<file path="src/rtl/instr_sequencer_if.sv">
// ============================================================================
// Module      : instr_sequencer_if
// Description : Bundle between the instruction sequencer, instruction memory
//               and the IR/GPR/ALU datapath.
//               master : sequencer side (drives fetch request, IR, decoded
//                        fields, GPR write strobe, PC and status)
//               slave  : environment side (drives start, imem_rdata, imem_ack)
//               Signals:
//                 start                       run request (level)
//                 imem_req/imem_addr          fetch request / address
//                 imem_rdata/imem_ack         fetched word / acknowledge
//                 ir, alu_op, imm_sel         instruction register, decode
//                 rs1_addr/rs2_addr/rd_addr   GPR addresses
//                 gpr_we                      GPR write strobe
//                 pc, busy, halted, illegal   PC and status
// Revision    : 1.0  initial release
// ============================================================================
`default_nettype none

interface instr_sequencer_if #(
  parameter int PC_W = 8
);
  logic            start;
  logic            imem_req;
  logic [PC_W-1:0] imem_addr;
  logic [31:0]     imem_rdata;
  logic            imem_ack;
  logic [31:0]     ir;
  logic [4:0]      alu_op;
  logic            imm_sel;
  logic [4:0]      rs1_addr;
  logic [4:0]      rs2_addr;
  logic [4:0]      rd_addr;
  logic            gpr_we;
  logic [PC_W-1:0] pc;
  logic            busy;
  logic            halted;
  logic            illegal;

  modport master (
    input  start, imem_rdata, imem_ack,
    output imem_req, imem_addr, ir, alu_op, imm_sel,
           rs1_addr, rs2_addr, rd_addr, gpr_we, pc, busy, halted, illegal
  );

  modport slave (
    output start, imem_rdata, imem_ack,
    input  imem_req, imem_addr, ir, alu_op, imm_sel,
           rs1_addr, rs2_addr, rd_addr, gpr_we, pc, busy, halted, illegal
  );
endinterface

`default_nettype wire

</file>
<file path="src/rtl/instr_sequencer.sv">
// ============================================================================
// Module      : instr_sequencer
// Description : Multi-cycle, non-pipelined control FSM for the 32-bit IR/GPR
//               datapath. Fetches an instruction word, latches it into IR,
//               decodes it, sequences execute (MUL_LAT cycles for MUL, one
//               cycle otherwise) and a one-cycle GPR write-back. Owns PC.
//               Ports:
//                 clk        clock, all logic on posedge
//                 sys_rst_n  synchronous active-low reset
//                 bus        instr_sequencer_if.master (fetch handshake,
//                            IR/decode outputs, gpr_we, pc, status)
// Revision    : 1.0  initial release
// ============================================================================
`default_nettype none

module instr_sequencer #(
  parameter int PC_W     = 8,
  parameter int RESET_PC = 0,
  parameter int MUL_LAT  = 3
) (
  input  wire logic         clk,
  input  wire logic         sys_rst_n,
  instr_sequencer_if.master bus
);

  typedef enum logic [2:0] {
    S_IDLE   = 3'd0,
    S_FETCH  = 3'd1,
    S_DECODE = 3'd2,
    S_EXEC   = 3'd3,
    S_WB     = 3'd4,
    S_HALT   = 3'd5
  } state_t;

  localparam logic [PC_W-1:0] c_reset_pc = PC_W'(RESET_PC);
  // Counter is loaded with latency-1 so EXEC lasts exactly MUL_LAT cycles.
  localparam logic [3:0]      c_mul_cnt  = 4'(MUL_LAT - 1);
  localparam logic [4:0]      c_op_nop   = 5'd0;
  localparam logic [4:0]      c_op_mul   = 5'd4;
  localparam logic [4:0]      c_op_halt  = 5'd31;

  state_t          r_state;
  logic [3:0]      r_exec_cnt;
  logic            r_imem_req;
  logic [31:0]     r_ir;
  logic [4:0]      r_alu_op;
  logic            r_imm_sel;
  logic [4:0]      r_rs1_addr;
  logic [4:0]      r_rs2_addr;
  logic [4:0]      r_rd_addr;
  logic            r_gpr_we;
  logic [PC_W-1:0] r_pc;
  logic            r_busy;
  logic            r_halted;
  logic            r_illegal;

  // Decision in DECODE is taken straight from IR (just loaded in FETCH).
  logic [4:0] w_op;
  logic       w_op_illegal;
  assign w_op         = r_ir[31:27];
  assign w_op_illegal = (w_op > 5'd11) && (w_op != c_op_halt);

  always_ff @(posedge clk) begin
    if (!sys_rst_n) begin
      r_state    <= S_IDLE;
      r_exec_cnt <= 4'd0;
      r_imem_req <= 1'b0;
      r_ir       <= 32'd0;
      r_alu_op   <= 5'd0;
      r_imm_sel  <= 1'b0;
      r_rs1_addr <= 5'd0;
      r_rs2_addr <= 5'd0;
      r_rd_addr  <= 5'd0;
      r_gpr_we   <= 1'b0;
      r_pc       <= c_reset_pc;
      r_busy     <= 1'b0;
      r_halted   <= 1'b0;
      r_illegal  <= 1'b0;
    end else begin
      case (r_state)
        S_IDLE: begin
          if (bus.start) begin
            r_state    <= S_FETCH;
            r_imem_req <= 1'b1;
            r_busy     <= 1'b1;
          end
        end

        S_FETCH: begin
          // Request stays up until the memory answers; no timeout.
          if (bus.imem_ack) begin
            r_ir       <= bus.imem_rdata;
            r_imem_req <= 1'b0;
            r_state    <= S_DECODE;
          end
        end

        S_DECODE: begin
          r_alu_op   <= r_ir[31:27];
          r_imm_sel  <= r_ir[16];
          r_rs1_addr <= r_ir[21:17];
          r_rs2_addr <= r_ir[15:11];
          r_rd_addr  <= r_ir[26:22];
          if (w_op_illegal || (w_op == c_op_halt)) begin
            // PC is left pointing at the offending / halting instruction.
            r_state   <= S_HALT;
            r_halted  <= 1'b1;
            r_busy    <= 1'b0;
            r_illegal <= w_op_illegal;
          end else if (w_op == c_op_nop) begin
            r_pc       <= r_pc + PC_W'(1);
            r_state    <= S_FETCH;
            r_imem_req <= 1'b1;
          end else begin
            r_exec_cnt <= (w_op == c_op_mul) ? c_mul_cnt : 4'd0;
            r_state    <= S_EXEC;
          end
        end

        S_EXEC: begin
          if (r_exec_cnt == 4'd0) begin
            r_state  <= S_WB;
            r_gpr_we <= 1'b1;
          end else begin
            r_exec_cnt <= r_exec_cnt - 4'd1;
          end
        end

        S_WB: begin
          r_gpr_we   <= 1'b0;
          r_pc       <= r_pc + PC_W'(1);  // wraps silently
          r_state    <= S_FETCH;
          r_imem_req <= 1'b1;
        end

        S_HALT: begin
          if (bus.start) begin
            r_pc       <= c_reset_pc;
            r_illegal  <= 1'b0;
            r_halted   <= 1'b0;
            r_busy     <= 1'b1;
            r_imem_req <= 1'b1;
            r_state    <= S_FETCH;
          end
        end

        default: begin
          r_state <= S_IDLE;
        end
      endcase
    end
  end

  assign bus.imem_req  = r_imem_req;
  assign bus.imem_addr = r_pc;
  assign bus.ir        = r_ir;
  assign bus.alu_op    = r_alu_op;
  assign bus.imm_sel   = r_imm_sel;
  assign bus.rs1_addr  = r_rs1_addr;
  assign bus.rs2_addr  = r_rs2_addr;
  assign bus.rd_addr   = r_rd_addr;
  assign bus.gpr_we    = r_gpr_we;
  assign bus.pc        = r_pc;
  assign bus.busy      = r_busy;
  assign bus.halted    = r_halted;
  assign bus.illegal   = r_illegal;

endmodule

`default_nettype wire

</file>
<file path="src/flat_wrapper.sv">
// flat-port wrapper written by rule: the top's interface ports become plain ports
module instr_sequencer_flat 
#(
  parameter int PC_W     = 8,
  parameter int RESET_PC = 0,
  parameter int MUL_LAT  = 3
)
  (clk, sys_rst_n, bus_start, bus_imem_rdata, bus_imem_ack, bus_imem_req, bus_imem_addr, bus_ir, bus_alu_op, bus_imm_sel, bus_rs1_addr, bus_rs2_addr, bus_rd_addr, bus_gpr_we, bus_pc, bus_busy, bus_halted, bus_illegal);
  instr_sequencer_if #(.PC_W(PC_W)) bus_i ();
  input  wire logic clk;
  input  wire logic sys_rst_n;
  input wire logic [$bits(bus_i.start)-1:0] bus_start;
  input wire logic [$bits(bus_i.imem_rdata)-1:0] bus_imem_rdata;
  input wire logic [$bits(bus_i.imem_ack)-1:0] bus_imem_ack;
  output wire logic [$bits(bus_i.imem_req)-1:0] bus_imem_req;
  output wire logic [$bits(bus_i.imem_addr)-1:0] bus_imem_addr;
  output wire logic [$bits(bus_i.ir)-1:0] bus_ir;
  output wire logic [$bits(bus_i.alu_op)-1:0] bus_alu_op;
  output wire logic [$bits(bus_i.imm_sel)-1:0] bus_imm_sel;
  output wire logic [$bits(bus_i.rs1_addr)-1:0] bus_rs1_addr;
  output wire logic [$bits(bus_i.rs2_addr)-1:0] bus_rs2_addr;
  output wire logic [$bits(bus_i.rd_addr)-1:0] bus_rd_addr;
  output wire logic [$bits(bus_i.gpr_we)-1:0] bus_gpr_we;
  output wire logic [$bits(bus_i.pc)-1:0] bus_pc;
  output wire logic [$bits(bus_i.busy)-1:0] bus_busy;
  output wire logic [$bits(bus_i.halted)-1:0] bus_halted;
  output wire logic [$bits(bus_i.illegal)-1:0] bus_illegal;
  assign bus_i.start = bus_start;
  assign bus_i.imem_rdata = bus_imem_rdata;
  assign bus_i.imem_ack = bus_imem_ack;
  assign bus_imem_req = bus_i.imem_req;
  assign bus_imem_addr = bus_i.imem_addr;
  assign bus_ir = bus_i.ir;
  assign bus_alu_op = bus_i.alu_op;
  assign bus_imm_sel = bus_i.imm_sel;
  assign bus_rs1_addr = bus_i.rs1_addr;
  assign bus_rs2_addr = bus_i.rs2_addr;
  assign bus_rd_addr = bus_i.rd_addr;
  assign bus_gpr_we = bus_i.gpr_we;
  assign bus_pc = bus_i.pc;
  assign bus_busy = bus_i.busy;
  assign bus_halted = bus_i.halted;
  assign bus_illegal = bus_i.illegal;
  instr_sequencer #(.PC_W(PC_W), .RESET_PC(RESET_PC), .MUL_LAT(MUL_LAT)) u_core (.clk(clk), .sys_rst_n(sys_rst_n), .bus(bus_i));
endmodule
</file>
<file path="config.mk">
export PLATFORM = sky130hd
export DESIGN_NAME = instr_sequencer_flat
export DESIGN_NICKNAME = d
export VERILOG_FILES = /design/src/rtl/instr_sequencer_if.sv /design/src/rtl/instr_sequencer.sv /design/src/flat_wrapper.sv
export SDC_FILE = /design/constraint.sdc
export NUM_CORES = 1
export LEC_CHECK = 0
export CAP_MARGIN = 40
export CORE_MARGIN = 3
export CORE_UTILIZATION = 42
export CTS_BUF_LIST = sky130_fd_sc_hd__clkbuf_8
export DETAILED_ROUTE_END_ITERATION = 16
export MAX_ROUTING_LAYER = met4
export PLACE_DENSITY = 0.78
export SYNTH_ARGS = -nofsm -noshare
export SYNTH_HDL_FRONTEND = slang
export SYNTH_SLANG_ARGS = --single-unit
</file>
<file path="constraint.sdc">
create_clock -name clk -period 1.5 [get_ports clk]
set_input_delay 0.45 -clock clk [delete_from_list [all_inputs] [get_ports clk]]
set_output_delay 0.45 -clock clk [all_outputs]
set_load 0.03 [all_outputs]
</file>
==> impl_metrics.env <==
export IMPL_max_cap_violations=0
export IMPL_relSlewSlack_pct=77.2
export IMPL_antenna_found_initial=0
export IMPL_layout_common_cells="114 x nand2_1, 60 x dfxtp_1, 51 x buf_4"
export IMPL_clockBufferDepth=2
export IMPL_cp_end_kind="flop"
export IMPL_critical_path_slowest_cell="nor4_4"
export IMPL_min_period_ps=1520
export IMPL_wl_per_cell_um=14.5
export IMPL_final_cell_area_um2=4990
export IMPL_slowest_delay_ps=380
export IMPL_cts_tree="done"
export IMPL_core_region_area_um2=7020
export IMPL_async_flop_share_pct=0
export IMPL_seq_area_frac_synth_pct=46.7
export IMPL_post_route_util_pct=71.1
export IMPL_fillers=537
export IMPL_die_w_um=92.3
export IMPL_detail_route_wirelength_mm=8.88
export IMPL_worst_clock_skew_ps=11.0
export IMPL_final_common_cell="nand2_1"
export IMPL_dpl_cell_area_um2=4590
export IMPL_synth_seq_cells=73
export IMPL_critPathMaxFanout=7
export IMPL_netlist_area_um2=3130
export IMPL_hp_class="in -> reg"
export IMPL_path_class="reg -> reg"
export IMPL_cp_required_ps=1780
export IMPL_dr_pass1_iters=4
export IMPL_ir_drop_v=0.000529
export IMPL_outcome="finished, violations left"
export IMPL_port_buffer_count=109
export IMPL_grt_pass1_vias=2929
export IMPL_finalSetupViolations=4
export IMPL_yosys_warnings=0
export IMPL_cp_start_kind="flop"
export IMPL_clkSinkCount=73
export IMPL_die_height_um=92.3
export IMPL_fin_crit_sh_pct=101
export IMPL_hold_violations=0
export IMPL_ant_nets=0
export IMPL_num_rows=30
export IMPL_dp_hpwl_mm=5.84
export IMPL_syn_avg_cell_area_um2=8.45
export IMPL_grt_overflow=0
export IMPL_clock_fmax_ghz=0.658
export IMPL_clk_pin_slew_ps=80
export IMPL_tightestPinTransition_ps=340
export IMPL_num_io_pins=110
export IMPL_die_area_um2=8520
export IMPL_critPathBufInv=1
export IMPL_regArea_um2=1490
export IMPL_grt_pass1_wl_mm=13.6
export IMPL_final_max_slew_violation_count=0
export IMPL_area_growth_pct=59.5
export IMPL_power_density_nw_per_um2=823
export IMPL_cts_root_buf="clkbuf_8"
export IMPL_drive_above_1_share_pct=34.0
export IMPL_place_gp_congestion=0.854
export IMPL_synthDistinctLibCells=48
export IMPL_ys_flop_type="dfxtp_1"
export IMPL_vias=3024
export IMPL_syn_inst=370
export IMPL_drt_initial_drc_count=117
export IMPL_diodes=0
export IMPL_p_leak_nw=1.94
export IMPL_ctsHtreeMaxLevel=3
export IMPL_routed_via_density=4.95
export IMPL_grt_util_all_layers_pct=20.4
export IMPL_grt_setup_unrepaired="yes"
export IMPL_cts_made_buffers=9
export IMPL_holdWs_ps=436
export IMPL_multi_input_area_um2=1580
export IMPL_violations="negative setup slack"
export IMPL_syn_nets=409
export IMPL_crit_family="simple AND/OR/NAND/NOR gates"
export IMPL_drc=0
export IMPL_crit_arrival_ps=1800
export IMPL_start_util_pct=44.6
export IMPL_setup_slack_ps=-20.7
export IMPL_postCtsHoldBufs=0
export IMPL_nNetsFinal=549
export IMPL_grt_max_degree=46
export IMPL_clk_latency_ps=350
export IMPL_synth_edf_count=0
export IMPL_cp_cell_sequence="nor4_4 > a32oi_4 > buf_6 > or3_4 > a21oi_2"
[layout make-up]
cell class	instances	area share, %
Clock buffer	9	2.48
Multi-Input combinational cell	262	31.6
Timing Repair Buffer	160	32.5
Tap cell	96	2.41
Clock inverter	7	0.953
Inverter	4	0.301
Sequential cell	73	29.8
[tightest hold or removal path, stage by stage]
cell and delay, ps:
buf_2 170, nand2_1 80, nor2_1 30
[kinds of logic (layout without fill, tap and decap cells)]
logic type / after synthesis / in the layout / share of synthesized area (%)
multiplexers: 2 / 2 / 0.640
buffers and inverters: 35 / 180 / 5.76
flip-flops: 73 / 73 / 46.7
AND/OR/NAND/NOR: 167 / 167 / 24.7
XOR/XNOR: 4 / 4 / 1.12
AO/OA/AOI/OAI: 86 / 86 / 19.8
adder cells (fa/ha/maj): 3 / 3 / 1.20
[flip-flops by register name, summed over array words and instances (netlist names)]
| name | count |
|---|---|
| u_core.bus.alu_op | 5 |
| u_core.bus.busy | 1 |
| u_core.bus.gpr_we | 1 |
| u_core.bus.halted | 1 |
| u_core.bus.illegal | 1 |
| u_core.bus.imem_addr | 8 |
| u_core.bus.imem_req | 1 |
| u_core.bus.imm_sel | 1 |
| u_core.bus.ir | 32 |
| u_core.bus.rd_addr | 5 |
| u_core.bus.rs1_addr | 5 |
| u_core.bus.rs2_addr | 5 |
| u_core.r_exec_cnt | 4 |
| u_core.r_state | 3 |
[power breakdown]
part / total (mW) / switching [mW] / internal (mW)
Clock: 1.37 / 0.767 / 0.600
Combinational: 0.710 / 0.356 / 0.353
Sequential: 2.03 / 0.0435 / 1.99
[per-stage QoR]
stage          total power [mW]  TNS (ps)  setup WS [ps]  std cells
2_1_floorplan              2.40         0           7.06        370
3_3_place_gp               2.73     -8320           -432        586
3_5_place_dp               2.74     -9660           -452        586
4_1_cts                    4.09         0           2.74        603
5_1_grt                    4.30      -338          -62.5        611
6_report                   4.11     -58.4          -20.7        611
[routing by layer]
metal,GRT usage (%),vias up,share of wire (%),wire length (um)
li1,-,1516,-,-
met1,23.6,1399,43,3810
met2,33.8,102,49,4380
met3,7.88,7,7.4,656
met4,4.08,0,0.47,42
met5,-,-,0,0
[path summary, 6_finish.rpt]
check                          from                       to  slack, ps  cells past startpoint
setup / recovery  u_core.bus.ir[30]  u_core.bus.imem_addr[2]        -20                      5
hold / removal            sys_rst_n          u_core.bus.busy        440                      3
setup reg to reg  u_core.bus.ir[30]  u_core.bus.imem_addr[2]        -20                      5
hold reg to reg    u_core.bus.ir[5]         u_core.bus.ir[5]        460                      2
[synth_stat cells, types with 2 or more instances]
cell | instances | area, um^2
nand2_1 | 116 | 435
dfxtp_1 | 73 | 1460
a21boi_0 | 30 | 225
a21boi_1 | 26 | 195
clkbuf_1 | 13 | 48.8
nor2_1 | 12 | 45.0
a21oi_1 | 9 | 45.0
buf_2 | 9 | 45.0
buf_4 | 8 | 60.1
nand3_1 | 6 | 30.0
or3_1 | 6 | 37.5
o21ai_0 | 5 | 25.0
nand2b_1 | 4 | 25.0
o22ai_1 | 4 | 25.0
ha_1 | 3 | 37.5
inv_1 | 3 | 11.3
nor3_1 | 3 | 15.0
xnor2_1 | 3 | 26.3
a31oi_1 | 2 | 12.5
and2_1 | 2 | 12.5
mux2i_1 | 2 | 20.0
nand3b_1 | 2 | 15.0
nand4_1 | 2 | 12.5
nor2b_1 | 2 | 12.5
nor3b_2 | 2 | 25.0
[repair_timing]
item	4_1_cts	5_1_grt
setup buffers	0	4
pin swaps	11	9
resized for setup	145	69
cloned	1	4
endpoints found under the setup margin	64	86
Note: power is estimated with default switching activity, not from simulation.
